File: src/rtl/lgate_pipe_unit.sv
// Two-stage bitwise logic unit with valid/ready handshake on both sides,
// an optional accumulator feedback path, result flags and a transfer counter.
module lgate_pipe_unit #(
  parameter int WIDTH   = 8,
  parameter int COUNT_W = 16
) (
  input  logic               clk,
  input  logic               rst,
  input  logic               in_valid,
  output logic               in_ready,
  input  logic [WIDTH-1:0]   in_a,
  input  logic [WIDTH-1:0]   in_b,
  input  logic [2:0]         in_op,
  input  logic               in_acc,
  input  logic               in_acc_clr,
  output logic               out_valid,
  input  logic               out_ready,
  output logic [WIDTH-1:0]   out_result,
  output logic               out_zero,
  output logic               out_parity,
  output logic [WIDTH-1:0]   acc_value,
  output logic [COUNT_W-1:0] op_count
);

  logic               s1_valid_q, s1_valid_d;
  logic [WIDTH-1:0]   s1_a_q, s1_a_d;
  logic [WIDTH-1:0]   s1_b_q, s1_b_d;
  logic [2:0]         s1_op_q, s1_op_d;
  logic               s1_acc_q, s1_acc_d;
  logic               out_valid_q, out_valid_d;
  logic [WIDTH-1:0]   out_result_q, out_result_d;
  logic               out_zero_q, out_zero_d;
  logic               out_parity_q, out_parity_d;
  logic [WIDTH-1:0]   acc_q, acc_d;
  logic [COUNT_W-1:0] cnt_q, cnt_d;

  logic               s2_free;
  logic               in_fire;
  logic               s1_move;
  logic [WIDTH-1:0]   op_a;
  logic [WIDTH-1:0]   op_res;

  always_comb begin
    s2_free  = !out_valid_q || out_ready;
    in_ready = !s1_valid_q || s2_free;
    in_fire  = in_valid && in_ready;
    s1_move  = s1_valid_q && s2_free;

    // The accumulator is read at the S1->S2 transfer, so back-to-back acc ops chain.
    op_a = s1_acc_q ? acc_q : s1_a_q;
    case (s1_op_q)
      3'd0:    op_res = op_a & s1_b_q;
      3'd1:    op_res = op_a | s1_b_q;
      3'd2:    op_res = op_a ^ s1_b_q;
      3'd3:    op_res = ~(op_a & s1_b_q);
      3'd4:    op_res = ~(op_a | s1_b_q);
      3'd5:    op_res = ~(op_a ^ s1_b_q);
      3'd6:    op_res = ~op_a;
      default: op_res = op_a;
    endcase

    s1_valid_d = s1_valid_q;
    s1_a_d     = s1_a_q;
    s1_b_d     = s1_b_q;
    s1_op_d    = s1_op_q;
    s1_acc_d   = s1_acc_q;
    if (in_fire) begin
      s1_valid_d = 1'b1;
      s1_a_d     = in_a;
      s1_b_d     = in_b;
      s1_op_d    = in_op;
      s1_acc_d   = in_acc;
    end else if (s1_move) begin
      s1_valid_d = 1'b0;
    end

    out_valid_d  = out_valid_q;
    out_result_d = out_result_q;
    out_zero_d   = out_zero_q;
    out_parity_d = out_parity_q;
    if (s1_move) begin
      out_valid_d  = 1'b1;
      out_result_d = op_res;
      out_zero_d   = (op_res == '0);
      out_parity_d = ^op_res;
    end else if (out_ready) begin
      out_valid_d = 1'b0;
    end

    // An accumulator write on the same edge takes priority over a clear.
    acc_d = acc_q;
    if (s1_move && s1_acc_q) begin
      acc_d = op_res;
    end else if (in_acc_clr) begin
      acc_d = '0;
    end

    cnt_d = cnt_q;
    if (out_valid_q && out_ready) begin
      cnt_d = cnt_q + COUNT_W'(1);
    end
  end

  always_ff @(posedge clk) begin
    if (rst) begin
      s1_valid_q   <= 1'b0;
      s1_a_q       <= '0;
      s1_b_q       <= '0;
      s1_op_q      <= 3'd0;
      s1_acc_q     <= 1'b0;
      out_valid_q  <= 1'b0;
      out_result_q <= '0;
      out_zero_q   <= 1'b1;
      out_parity_q <= 1'b0;
      acc_q        <= '0;
      cnt_q        <= '0;
    end else begin
      s1_valid_q   <= s1_valid_d;
      s1_a_q       <= s1_a_d;
      s1_b_q       <= s1_b_d;
      s1_op_q      <= s1_op_d;
      s1_acc_q     <= s1_acc_d;
      out_valid_q  <= out_valid_d;
      out_result_q <= out_result_d;
      out_zero_q   <= out_zero_d;
      out_parity_q <= out_parity_d;
      acc_q        <= acc_d;
      cnt_q        <= cnt_d;
    end
  end

  assign out_valid  = out_valid_q;
  assign out_result = out_result_q;
  assign out_zero   = out_zero_q;
  assign out_parity = out_parity_q;
  assign acc_value  = acc_q;
  assign op_count   = cnt_q;

endmodule

File: config.mk
export PLATFORM = sky130hd
export DESIGN_NAME = lgate_pipe_unit
export DESIGN_NICKNAME = d
export VERILOG_FILES = /design/src/rtl/lgate_pipe_unit.sv
export SDC_FILE = /design/constraint.sdc
export NUM_CORES = 1
export LEC_CHECK = 0
export BUFFER_PORTS_ARGS = -buffer_cell sky130_fd_sc_hd__buf_2
export CAP_MARGIN = 25
export CORE_ASPECT_RATIO = 1.75
export CORE_MARGIN = 1
export CORE_UTILIZATION = 56
export DETAILED_ROUTE_END_ITERATION = 10
export GPL_ROUTABILITY_DRIVEN = 0
export GPL_TIMING_DRIVEN = 0
export PLACE_DENSITY = 0.81
export SYNTH_ARGS = -nofsm -noshare
export SYNTH_HDL_FRONTEND = slang
export SYNTH_SLANG_ARGS = --single-unit
File: constraint.sdc
create_clock -name clk -period 3.4 [get_ports clk]
set_input_delay 0.17 -clock clk [delete_from_list [all_inputs] [get_ports clk]]
set_output_delay 0.17 -clock clk [all_outputs]
set_load 0.005 [all_outputs]
# After elaboration in Yosys (flattened, before gate mapping)
# Cells that the tools add are included.
# word_totals
out_inout_bits	36
regBits	56
in_bits	25
# op_classes
n_mux	8
bitwise	7
reduce_logical	14
add_sub_neg	1
eq_ne	6
# op_table
cell	count
8-bit one-hot mux with 7 select lines	1
8-bit inverter	4
8-bit two-way mux	3
16-bit by 1-bit adder with 16-bit output, second input constant	1
3-bit == test, second input constant	3
8-bit AND	1
8-bit logical NOT	1
8-bit bitwise OR	1
8-bit parity	1
8-bit bitwise XOR	1
3-bit by 2-bit == test with 1-bit output, second input constant	2
2-bit nonzero test	3
1-bit logical AND	4
1-bit two-way mux	4
3-bit by 1-bit == test with 1-bit output, second input constant	1
3-bit logical NOT	1
1-bit logical NOT	2
1-bit logical OR	2

# Longest topological paths before layout
# Gate-level depths: netlist of run 1.
# depth
ltp_word	5
mapped_depth	12

# Worst setup path after synthesis of run 1
# Ideal clock, no wire load.
# synth_path
path_type	reg-to-reg
from	register s1_acc_q
to	register out_parity_q, in the netlist out_parity
setup_ns	0.086
path_stages_with_launch	12
arrival_ns	2.498
required_ns	3.314
path_slack_ns	0.816
path_cell_list	dfxtp_1 > buf_6 > mux2i_1 > ha_1 > nor2b_1 > a211oi_1 > o221ai_1 > a21boi_0 > ha_1 > xnor2_1 > xnor2_1 > a211oi_1
# synth_between
elab_chain_cells	5
word_cells_on_any_way	10
# synth_rtl
item	line	rtl
start: declaration	29	logic s1_acc_q, s1_acc_d;
start signal: assignment	110	s1_acc_q <= 1'b0;
start signal: assignment	122	s1_acc_q <= s1_acc_d;
8-bit two-way mux (*)	50	op_a = s1_acc_q ? acc_q : s1_a_q;
8-bit bitwise XOR, or another cell as far along	54, 57	
8-bit inverter, on equally long branches	57, 55, 56	
8-bit one-hot mux with 7 select lines (*)	51	case (s1_op_q)
8-bit parity (*)	85	out_parity_d = ^op_res;
end signal: assignment	126	out_parity_q <= out_parity_d;
end: declaration	33	logic out_parity_q, out_parity_d;
# Every way passes the cells marked *; elsewhere a longest branch is shown, timed or not.
# A chain may end at the register's enable or synchronous reset.

# Worst setup path in the final report of run 1
# Ends and elaborated chain as after synthesis.

==> results of run 1 <==
-- worst min-delay path: stages --
cell and delay [ns]:
buf_2 0.09, nand2_1 0.05, a21oi_1 0.05
-- layout make-up --
cell class / count / area, µm²
repair buffers: 59 / 295
well taps: 76 / 95.1
multi-input cells: 280 / 1890
plain buffers: 24 / 115
flip-flops and latches: 56 / 1120
fillers: 486 / 1840
clock inverters: 1 / 30.0
clock buffers: 5 / 68.8
inverters: 21 / 78.8
-- power by group through the flow --
| stage | combinational (mW) | sequential [mW] | clock (mW) |
|---|---|---|---|
| floorplan | 0.189 | 0.710 | 0 |
| global placement | 0.250 | 0.714 | 0 |
| detailed placement | 0.260 | 0.715 | 0 |
| CTS | 0.262 | 0.700 | 0.427 |
| global route | 0.292 | 0.702 | 0.453 |
| finish | 0.263 | 0.700 | 0.427 |
-- kinds of logic (layout without fill, tap and decap cells) --
kind of cell	Yosys count	count (layout)	share of synthesized area [%]
xor gates and xnor gates	12	12	3.28
buffers and inverters	45	110	6.05
adders and majority gates	21	21	8.19
AOI/OAI and AO/OA	89	89	18.4
DFF	56	56	35.0
and+or+nand+nor	131	131	20.4
muxes	27	27	8.78
-- placed cells by master (no fill, tap or decap), types with 5 or more instances in the layout --
cell / count
buf_2: 67
nand2_1: 56
dfxtp_1: 56
a21oi_1: 33
nor2_1: 22
ha_1: 21
inv_1: 19
mux2i_1: 18
nor2b_1: 13
a211oi_1: 11
clkbuf_1: 10
o21ai_0: 10
mux2_2: 9
xor2_1: 9
nand4_1: 8
o221ai_1: 5
a21boi_0: 5
and2_1: 5
a32oi_1: 5
or3_1: 5
clkbuf_8: 5
-- synthesized netlist by cell type (all sizes together), types with 5 or more instances --
master and n:
inv 19, mux2 9, and2 5, nand2 56, a211oi 11, xor2 9, nor2b 13, a32oi 5
ha 21, nor2 22, clkbuf 10, nand3 5, a21boi 5, o221ai 5, nand4 8, mux2i 18
buf 14, o21ai 10, dfxtp 56, a21oi 33, or3 5
-- metal layers --
| layer | routed length, µm | up-vias | GRT usage [%] |
|---|---|---|---|
| met4 | 357 | 0 | 14.7 |
| met2 | 4380 | 88 | 52.3 |
| met1 | 2890 | 1407 | 26.3 |
| met3 | 308 | 20 | 4.30 |
| met5 | 0 | - | 0 |
| li1 | - | 1480 | - |
-- flip-flops by register name (all words and copies together) (netlist names) --
name and count:
out_parity 1, out_zero 1, s1_op_q 3, s1_b_q 8
acc_value 8, op_count 16, out_valid 1, s1_valid_q 1
out_result 8, s1_acc_q 1, s1_a_q 8
-- final timing paths --
path,startpoint,endpoint,slack [ns],cells past startpoint
worst min register to register,s1_a_q[7],s1_a_q[7],0.46,2
worst min-delay path,in_a[1],s1_a_q[1],0.08,3
worst max register to register,s1_acc_q,out_parity,0.26,11
worst max-delay path,s1_acc_q,out_parity,0.26,11
-- through the flow --
step | hold WS [ns] | util (%)
6_report | 0.0770 | 66.7
5_1_grt | 0.0801 | 66.7
4_1_cts | 0.0779 | 66.7
3_5_place_dp | 0.415 | 64.9
3_3_place_gp | 0.411 | 64.9
2_1_floorplan | 0.306 | -
==> key figures, run 1 <==
Layout
  • Fin cells: ~520
  • Area Overhead vs Synth: 15.3%
  • Ant diodes: 0
  • Layout cells sized above 1: between 20% and 30%
  • Nets: 493
  • Design area: 3700 µm²

Synthesis
  • Yosys Warn Count: 0
  • Yosys cell types: 44
  • Post-Syn Nets: approximately 430
  • Mapped Cells: around 380
  • Synthesized flop and latch total: 56
  • Sequential area share after synthesis: between 30% and 40%
  • Synthesized cell area: approximately 3200 µm²
  • Syn Area/Cell: roughly 8.4 µm²
  • Cell taking the most area after synthesis: dfxtp_1
  • Top_reg_cell synth: dfxtp_1
  • Top cells by area, synth: dfxtp_1 35%, ha_1 8.2%, nand2_1 6.6%
  • Yosys top cell area share: 35.0%
  • Post-synth EDFFs: 0
  • Asr flop ratio synth: 0%

Place
  • DP Wirelength: between 6 and 7 mm
  • Place WS: ~0.33 ns
  • IO buf count: roughly 60
  • Placed Cells: ~520
  • Area after DPL: around 3600 µm²

Global route
  • Initial antenna violation count: 0
  • Largest net degree at the start of global routing: 16
  • GRT Util Overall: 27.2%
  • GRT overflow: 0
  • First-pass GRT wire length: 12.4 mm
  • Vias in the first global route: approximately 2.8k

Worst setup path
  • Crit path launch type: flip-flop
  • Arr. time, crit path: around 3.4 ns
  • Element type at the critical path end: flip-flop
  • Crit-path slowest cell: dfxtp_1
  • WP data required: about 3.6 ns
  • Critical path, cell by cell: buf_6 -> mux2i_1 -> ha_1 -> nor4bb_1 -> nor4_1 -> a41oi_1 -> nand2_1 -> ha_1 -> xnor2_1 -> xnor2_1 -> a211oi_1
  • Critical-path maximum fanout: 10
  • Delay-heaviest family, CP: simple AND/OR/NAND/NOR gates
  • Buffers & Inverters on Critical Path: 1
  • Critical path class: reg2reg
  • Max stage delay on crit path: ~0.42 ns

CTS
  • Total CTS buffers: 5
  • CTS Buffer Depth: 2
  • CTS tree: done
  • CTS Hold Bufs: 0
  • Root Buffer: clkbuf_8
  • Clk sinks: 56
  • Reg clk slew, reported paths: 0.10 ns
  • H-tree levels: 2
  • Setup bufs post-CTS: 0
  • Clk_lat worst skew: 0.32 ns
  • Post-CTS Resized: 0

Floorplanning
  • Initial cell density of the core: slightly below 60%
  • Io pins: 61
  • Chip width: slightly below 60 µm
  • Total die area: 6050 µm²
  • DIE HEIGHT: slightly above 100 µm
  • Core ar.: 5540 µm²
  • Num rows: 36

Pwr
  • Sw power: 382 µW
  • Sequential power share: roughly half
  • Peak VDD IR: about 0.34 mV
  • Pint: 1.01 mW
  • Pwr dens: ~380 nW/µm²
  • Power, Total: between 1 and 1.5 mW
  • Lkg Pwr: about 1.6 nW
  • Logic gate share of total power: 18.9%
  • Clock power share: between 30% and 40%
  • Sw frac: 27.5%

Job
  • Max Cap Viol: 0

Hold path
  • Worst min path class: in2reg

Timing
  • Min Clock Period, post-route: about 3.1 ns
  • Final hold viol count: 0
  • Final worst slack: roughly 0.26 ns
  • Clock skew: 0.00662 ns
  • Max Fclk: roughly 320 MHz
  • Relative slew margins: a little over half
  • Tightest Pin Transition: 0.706 ns
  • Slew Limit Fails: 0
  • Period utilization: roughly 92%
  • Fin Setup TNS: 0 ns
  • Final setup viols: 0
  • RSZ-0062 raised after global routing: false

Route
  • Drt wl/cell: 15.2 µm
  • DRC: 1
  • Remaining antenna violation count: 0
  • Starting DRT DRC Count: 128
  • Via density: about 5.7
  • Drt pass-1 iters: 7
  • Total length of routed wires: 7.94 mm
  • Via Count: approximately 3.0k

Run status
  • Failing checks: DRC
  • Outcome: complete, but fails checks
Power figures use the tool's default switching activity.
==> inputs of run 2 (changes only) <==
Clock period 3.4 ns to 3.1 ns, I/O delays scaled along.
==> key figures, run 2 (synthesis gave the netlist of run 1 again) <==
Worst setup path
  • WP data required: 3.33 ns (was 3.63 ns)
  • Crit-path slowest cell: dfxtp_2 (was dfxtp_1)
  • Critical-path maximum fanout: 10 (unchanged)
  • Crit path launch type: flip-flop (unchanged)
  • Reg2reg path depth: 11 (unchanged)
  • FF-to-FF setup slack: 0.20 ns (was 0.26 ns)
  • Critical path, cell by cell: buf_8 -> mux2i_4 -> ha_1 -> nor4bb_2 -> nor4_1 -> a41oi_1 -> nand2_1 -> ha_1 -> xnor2_1 -> xnor2_1 -> a211oi_1 (was buf_6 -> mux2i_1 -> ha_1 -> nor4bb_1 -> nor4_1 -> a41oi_1 -> nand2_1 -> ha_1 -> xnor2_1 -> xnor2_1 -> a211oi_1)
  • Element type at the critical path end: flip-flop (unchanged)
  • Arr. time, crit path: 3.13 ns (was 3.37 ns)
  • Critical path class: reg2reg (unchanged)
  • Max stage delay on crit path: 0.39 ns (was 0.42 ns)
  • Origin of the critical flop-to-flop path: s1_acc_q (unchanged)
  • Delay-heaviest family, CP: simple AND/OR/NAND/NOR gates (unchanged)
  • Buffers & Inverters on Critical Path: 1 (unchanged)
  • Worst reg2reg path endpoint: out_parity (unchanged)

Route
  • DR top layer: met4 (unchanged)
  • Drt pass-1 iters: 7 (unchanged)
  • Via density: 5.73 (was 5.74)
  • Wire length on met2: 4.49 mm (was 4.38 mm)
  • DRC: 1 (unchanged)
  • Via Count: 2991 (was 2995)
  • Remaining antenna violation count: 0 (unchanged)
  • Total length of routed wires: 8.10 mm (was 7.94 mm)
  • Drt wl/cell: 15.5 µm (was 15.2 µm)
  • Routed met3 length: 305 µm (was 308 µm)
  • Starting DRT DRC Count: 127 (was 128)
  • WL met1: 2.95 mm (was 2.89 mm)

Floorplanning
  • DIE HEIGHT: 102 µm (unchanged)
  • Initial cell density of the core: 57.9% (unchanged)
  • Core ar.: 5540 µm² (unchanged)
  • Num rows: 36 (unchanged)
  • Total die area: 6050 µm² (unchanged)
  • Io pins: 61 (unchanged)
  • Chip width: 59.2 µm (unchanged)

Pwr
  • Pwr dens: 406 nW/µm² (was 376 nW/µm²)
  • Lkg Pwr: 1.62 nW (was 1.61 nW)
  • Peak VDD IR: 0.371 mV (was 0.337 mV)

Place
  • Area after DPL: 3600 µm² (unchanged)
  • Place WS: 0.0275 ns (was 0.327 ns)
  • IO buf count: 59 (unchanged)
  • DP Wirelength: 6.14 mm (unchanged)

CTS
  • CTS Hold Bufs: 0 (unchanged)
  • Clk_lat worst skew: 0.32 ns (about the same)
  • CTS Buffer Depth: 2 (unchanged)
  • Total CTS buffers: 5 (unchanged)
  • H-tree levels: 2 (unchanged)
  • Root Buffer: clkbuf_8 (unchanged)
  • Setup bufs post-CTS: 0 (unchanged)
  • Reg clk slew, reported paths: 0.10 ns (about the same)
  • Clk sinks: 56 (unchanged)
  • CTS tree: done (unchanged)
  • Post-CTS Resized: 1 (was 0)

Global route
  • Initial antenna violation count: 0 (unchanged)
  • Largest net degree at the start of global routing: 16 (unchanged)
  • First-pass GRT wire length: 12.5 mm (was 12.4 mm)
  • GRT Util Overall: 27.3% (was 27.2%)
  • GRT overflow: 0 (unchanged)
  • Vias in the first global route: 2807 (was 2816)

Layout
  • Nets: 493 (unchanged)
  • Area Overhead vs Synth: 17.9% (was 15.3%)
  • Commonest non-fill, non-tap cell in the layout: buf_2 (unchanged)
  • Most frequent cells in the layout: 67 x buf_2, 56 x nand2_1, 55 x dfxtp_1, 33 x a21oi_1, 22 x nor2_1 (was 67 x buf_2, 56 x nand2_1, 56 x dfxtp_1, 33 x a21oi_1, 22 x nor2_1)
  • Max reg flops: 16 (unchanged)
  • Multi-input gate area: 1970 µm² (was 1890 µm²)
  • Design area: 3780 µm² (was 3700 µm²)
  • Register area: 1120 µm² (about the same)
  • Layout cells sized above 1: 22.9% (was 20.4%)
  • Ant diodes: 0 (unchanged)
  • # fillers: 466 (was 486)

Timing
  • Tightest Pin Transition: 0.685 ns (was 0.706 ns)
  • Slew Limit Fails: 0 (unchanged)
  • Worst hold margin: 0.0636 ns (was 0.0770 ns)
  • Final worst slack: 0.204 ns (was 0.260 ns)
  • Max Fclk: 345 MHz (was 319 MHz)
  • Min Clock Period, post-route: 2.90 ns (was 3.14 ns)
  • Clock skew: 0.00497 ns (was 0.00662 ns)
  • RSZ-0062 raised after global routing: false (unchanged)
  • Fin Setup TNS: 0 ns (unchanged)
  • Final setup viols: 0 (unchanged)
  • Relative slew margins: 54.4% (was 53.0%)
  • Period utilization: 93.4% (was 92.3%)
  • Final hold viol count: 0 (unchanged)

Run status
  • Outcome: complete, but fails checks (unchanged)
  • Failing checks: DRC (unchanged)

Hold path
  • Hold_sp: in_b[0] (was in_a[1])
  • Worst hold stages: 3 (unchanged)
  • Worst min path class: in2reg (unchanged)
  • Hold Path Sink: s1_b_q[0] (was s1_a_q[1])

Job
  • Max Cap Viol: 0 (unchanged)
## run 2: cell types whose count changed in the layout (fill, tap and decap cells not counted)
cell	delta
mux2i_1	-7
mux2i_4	+4
mux2i_2	+3
nor4bb_1	-3
nor4bb_2	+3
buf_6	-1
buf_8	+1
dfxtp_1	-1
dfxtp_2	+1
## run 2: metrics by stage
| step | utilization [%] | std cells | total power, mW |
|---|---|---|---|
| final | 68.2 | 522 | 1.54 |
| after global routing | 68.2 | 522 | 1.60 |
| after CTS | 66.8 | 522 | 1.53 |
| after detailed placement | 64.9 | 516 | 1.07 |
| after global placement | 64.9 | 516 | 1.06 |
| after floorplan | - | 381 | 0.986 |
## run 2: where the power goes
part           switching [mW]  internal [mW]
Clock                   0.232          0.232
Sequential             0.0248          0.746
Combinational           0.165          0.135
## run 2: how the worst max path moves through the flow
stage / end / slack [ns] / cells past startpoint / from
4_1_cts: out_parity / 0.08 / 11 / s1_acc_q
3_3_place_gp: out_parity / 0.21 / 11 / s1_acc_q
5_1_grt: out_parity / 0.02 / 11 / s1_acc_q
6_report: out_parity / 0.20 / 11 / s1_acc_q
2_1_floorplan: out_parity / 0.52 / 11 / s1_acc_q
3_5_place_dp: out_parity / 0.03 / 11 / s1_acc_q
## run 2: per-layer routing
layer  up-vias  track usage [%]
met1      1400             26.7
li1       1483                -
met5         -                0
met4         0             14.5
met3        21             4.30
met2        87             52.4
## run 2: area by class of cell
| type | instances | share of cell area (%) |
|---|---|---|
| buffer | 24 | 3.14 |
| clock buffer | 5 | 1.82 |
| clock inverter | 1 | 0.794 |
| inverter | 21 | 2.08 |
| multi-input combinational | 280 | 52.2 |
| sequential | 56 | 29.7 |
| tap | 76 | 2.51 |
| timing repair buffer | 59 | 7.81 |
## run 2: tightest hold or removal path, stage by stage
cell     delay, ns
buf_2         0.10
nand2_1       0.04
a21oi_1       0.05
==> inputs of run 3 (changes only) <==
Settings changed: CORE_MARGIN 1 to 3, CORE_UTILIZATION 56 to 25, PLACE_DENSITY 0.81 to default.
==> key figures, run 3 (synthesis gave the netlist of run 1 again) <==
Run status
  • Outcome: completed (was complete, but fails checks)

Layout
  • Layout cells sized above 1: 23.2% (was 22.9%)
  • Max reg flops: 16 (unchanged)
  • Most frequent cells in the layout: 67 x buf_2, 56 x nand2_1, 55 x dfxtp_1, 33 x a21oi_1, 22 x nor2_1 (unchanged)
  • Commonest non-fill, non-tap cell in the layout: buf_2 (unchanged)
  • Area Overhead vs Synth: 23.9% (was 17.9%)
  • Nets: 494 (was 493)
  • Ant diodes: 0 (unchanged)

Route
  • Via Count: 3028 (was 2991)
  • Starting DRT DRC Count: 170 (was 127)
  • Drt pass-1 iters: 4 (was 7)
  • Total length of routed wires: 9.64 mm (was 8.10 mm)
  • Drt wl/cell: 15.6 µm (was 15.5 µm)
  • Via density: 4.91 (was 5.73)
  • Remaining antenna violation count: 0 (unchanged)
  • DRC: 0 (was 1)

Global route
  • Largest net degree at the start of global routing: 19 (was 16)
  • First-pass GRT wire length: 15.2 mm (was 12.5 mm)
  • GRT Util Overall: 13.5% (was 27.3%)
  • GRT overflow: 0 (unchanged)
  • Initial antenna violation count: 0 (unchanged)
  • Vias in the first global route: 3049 (was 2807)

CTS
  • Clk_lat worst skew: 0.30 ns (was 0.32 ns)
  • H-tree levels: 2 (unchanged)
  • Reg clk slew, reported paths: 0.08 ns (was 0.10 ns)
  • Root Buffer: clkbuf_16 (was clkbuf_8)
  • CTS tree: done (unchanged)
  • Clk sinks: 56 (unchanged)
  • Total CTS buffers: 5 (unchanged)
  • CTS Buffer Depth: 2 (unchanged)

Worst setup path
  • Critical path class: reg2reg (unchanged)
  • Element type at the critical path end: flip-flop (unchanged)
  • Critical-path maximum fanout: 10 (unchanged)
  • Crit path launch type: flip-flop (unchanged)
  • Arr. time, crit path: 3.12 ns (was 3.13 ns)
  • WP data required: 3.31 ns (was 3.33 ns)

Floorplanning
  • Initial cell density of the core: 25.7% (was 57.9%)
  • Core ar.: 12500 µm² (was 5540 µm²)
  • Total die area: 14300 µm² (was 6050 µm²)
  • Num rows: 54 (was 36)
  • Chip width: 91.6 µm (was 59.2 µm)
  • DIE HEIGHT: 156 µm (was 102 µm)
  • Io pins: 61 (unchanged)

Pwr
  • Peak VDD IR: 0.240 mV (was 0.371 mV)
  • Lkg Pwr: 1.66 nW (was 1.62 nW)
  • Pwr dens: 440 nW/µm² (was 406 nW/µm²)

Timing
  • Final setup viols: 0 (unchanged)
  • Tightest Pin Transition: 0.753 ns (was 0.685 ns)
  • RSZ-0062 raised after global routing: false (unchanged)
  • Final worst slack: 0.198 ns (was 0.204 ns)
  • Slew Limit Fails: 0 (unchanged)
  • Clock skew: 0.00703 ns (was 0.00497 ns)
  • Max Fclk: 345 MHz (about the same)
  • Period utilization: 93.6% (was 93.4%)
  • Final hold viol count: 0 (unchanged)
  • Fin Setup TNS: 0 ns (unchanged)
  • Relative slew margins: 49.8% (was 54.4%)
  • Min Clock Period, post-route: 2.90 ns (about the same)

Job
  • Max Cap Viol: 0 (unchanged)

Place
  • IO buf count: 59 (unchanged)
  • DP Wirelength: 7.58 mm (was 6.14 mm)
  • Place WS: 0.113 ns (was 0.0275 ns)

Hold path
  • Worst min path class: in2reg (unchanged)
-- run 3: changes by cell type in the layout (fill, tap and decap cells not counted) --
cell,delta
clkbuf_8,-5
mux2i_2,-1
clkinv_2,+1
inv_8,+1
buf_4,+1
clkbuf_16,+5
mux2i_1,+1
-- run 3: cell type report --
class                      count  area (µm²)
multi-input combinational    280        1970
buffer                        24         119
fill                        1334        8530
clock inverter                 3        46.3
clock buffer                   5         125
sequential                    56        1120
inverter                      21        78.8
tap                          168         210
timing repair buffer          60         303
-- run 3: routing by layer --
layer | routed length (µm) | track usage, % | up-vias
met5 | 0 | 0 | -
met4 | 342 | 7.55 | 0
met3 | 413 | 2.32 | 17
met2 | 5380 | 26.3 | 77
met1 | 3500 | 13.1 | 1449
li1 | - | - | 1485
-- run 3: worst paths after layout --
| path | start | slack, ns | end | cells past startpoint |
|---|---|---|---|---|
| hold reg to reg | s1_a_q[2] | 0.47 | s1_a_q[2] | 2 |
| hold / removal | in_b[0] | 0.08 | s1_b_q[0] | 3 |
| setup reg to reg | s1_acc_q | 0.20 | out_parity | 11 |
| setup / recovery | s1_acc_q | 0.20 | out_parity | 11 |
-- run 3: where the power goes --
part | internal, mW | switching, mW | leakage [nW]
logic | 0.134 | 0.171 | 1.11
clock network | 0.386 | 0.286 | 0.0857
registers | 0.746 | 0.0234 | 0.457
-- run 3: what timing repair did --
| item | 4_1_cts | 5_1_grt |
|---|---|---|
| setup buffers | 0 | 1 |
| endpoints found under the hold margin | 0 | 0 |
| gates resized for setup | 0 | 15 |
| endpoints found under the setup margin | 0 | 2 |
| hold buffers | 0 | 0 |
-- run 3: per-stage QoR --
stage               power, mW  util [%]  area, µm²  cells  hold slack [ns]
floorplan               0.986         -       3210    381            0.291
global placement         1.07      29.7       3710    608            0.400
detailed placement       1.08      29.7       3710    608            0.404
CTS                      1.75      31.1       3880    616           0.0833
global route             1.83      31.8       3970    617           0.0839
finish                   1.75      31.8       3970    617           0.0832
-- run 3: worst max-delay path: stages, from the launching register on --
cell,delay [ns]
dfxtp_2,0.38
buf_8,0.20
mux2i_2,0.33
ha_1,0.22
nor4bb_2,0.36
nor4_1,0.09
a41oi_1,0.28
nand2_1,0.15
ha_1,0.33
xnor2_1,0.19
xnor2_1,0.08
a211oi_1,0.22
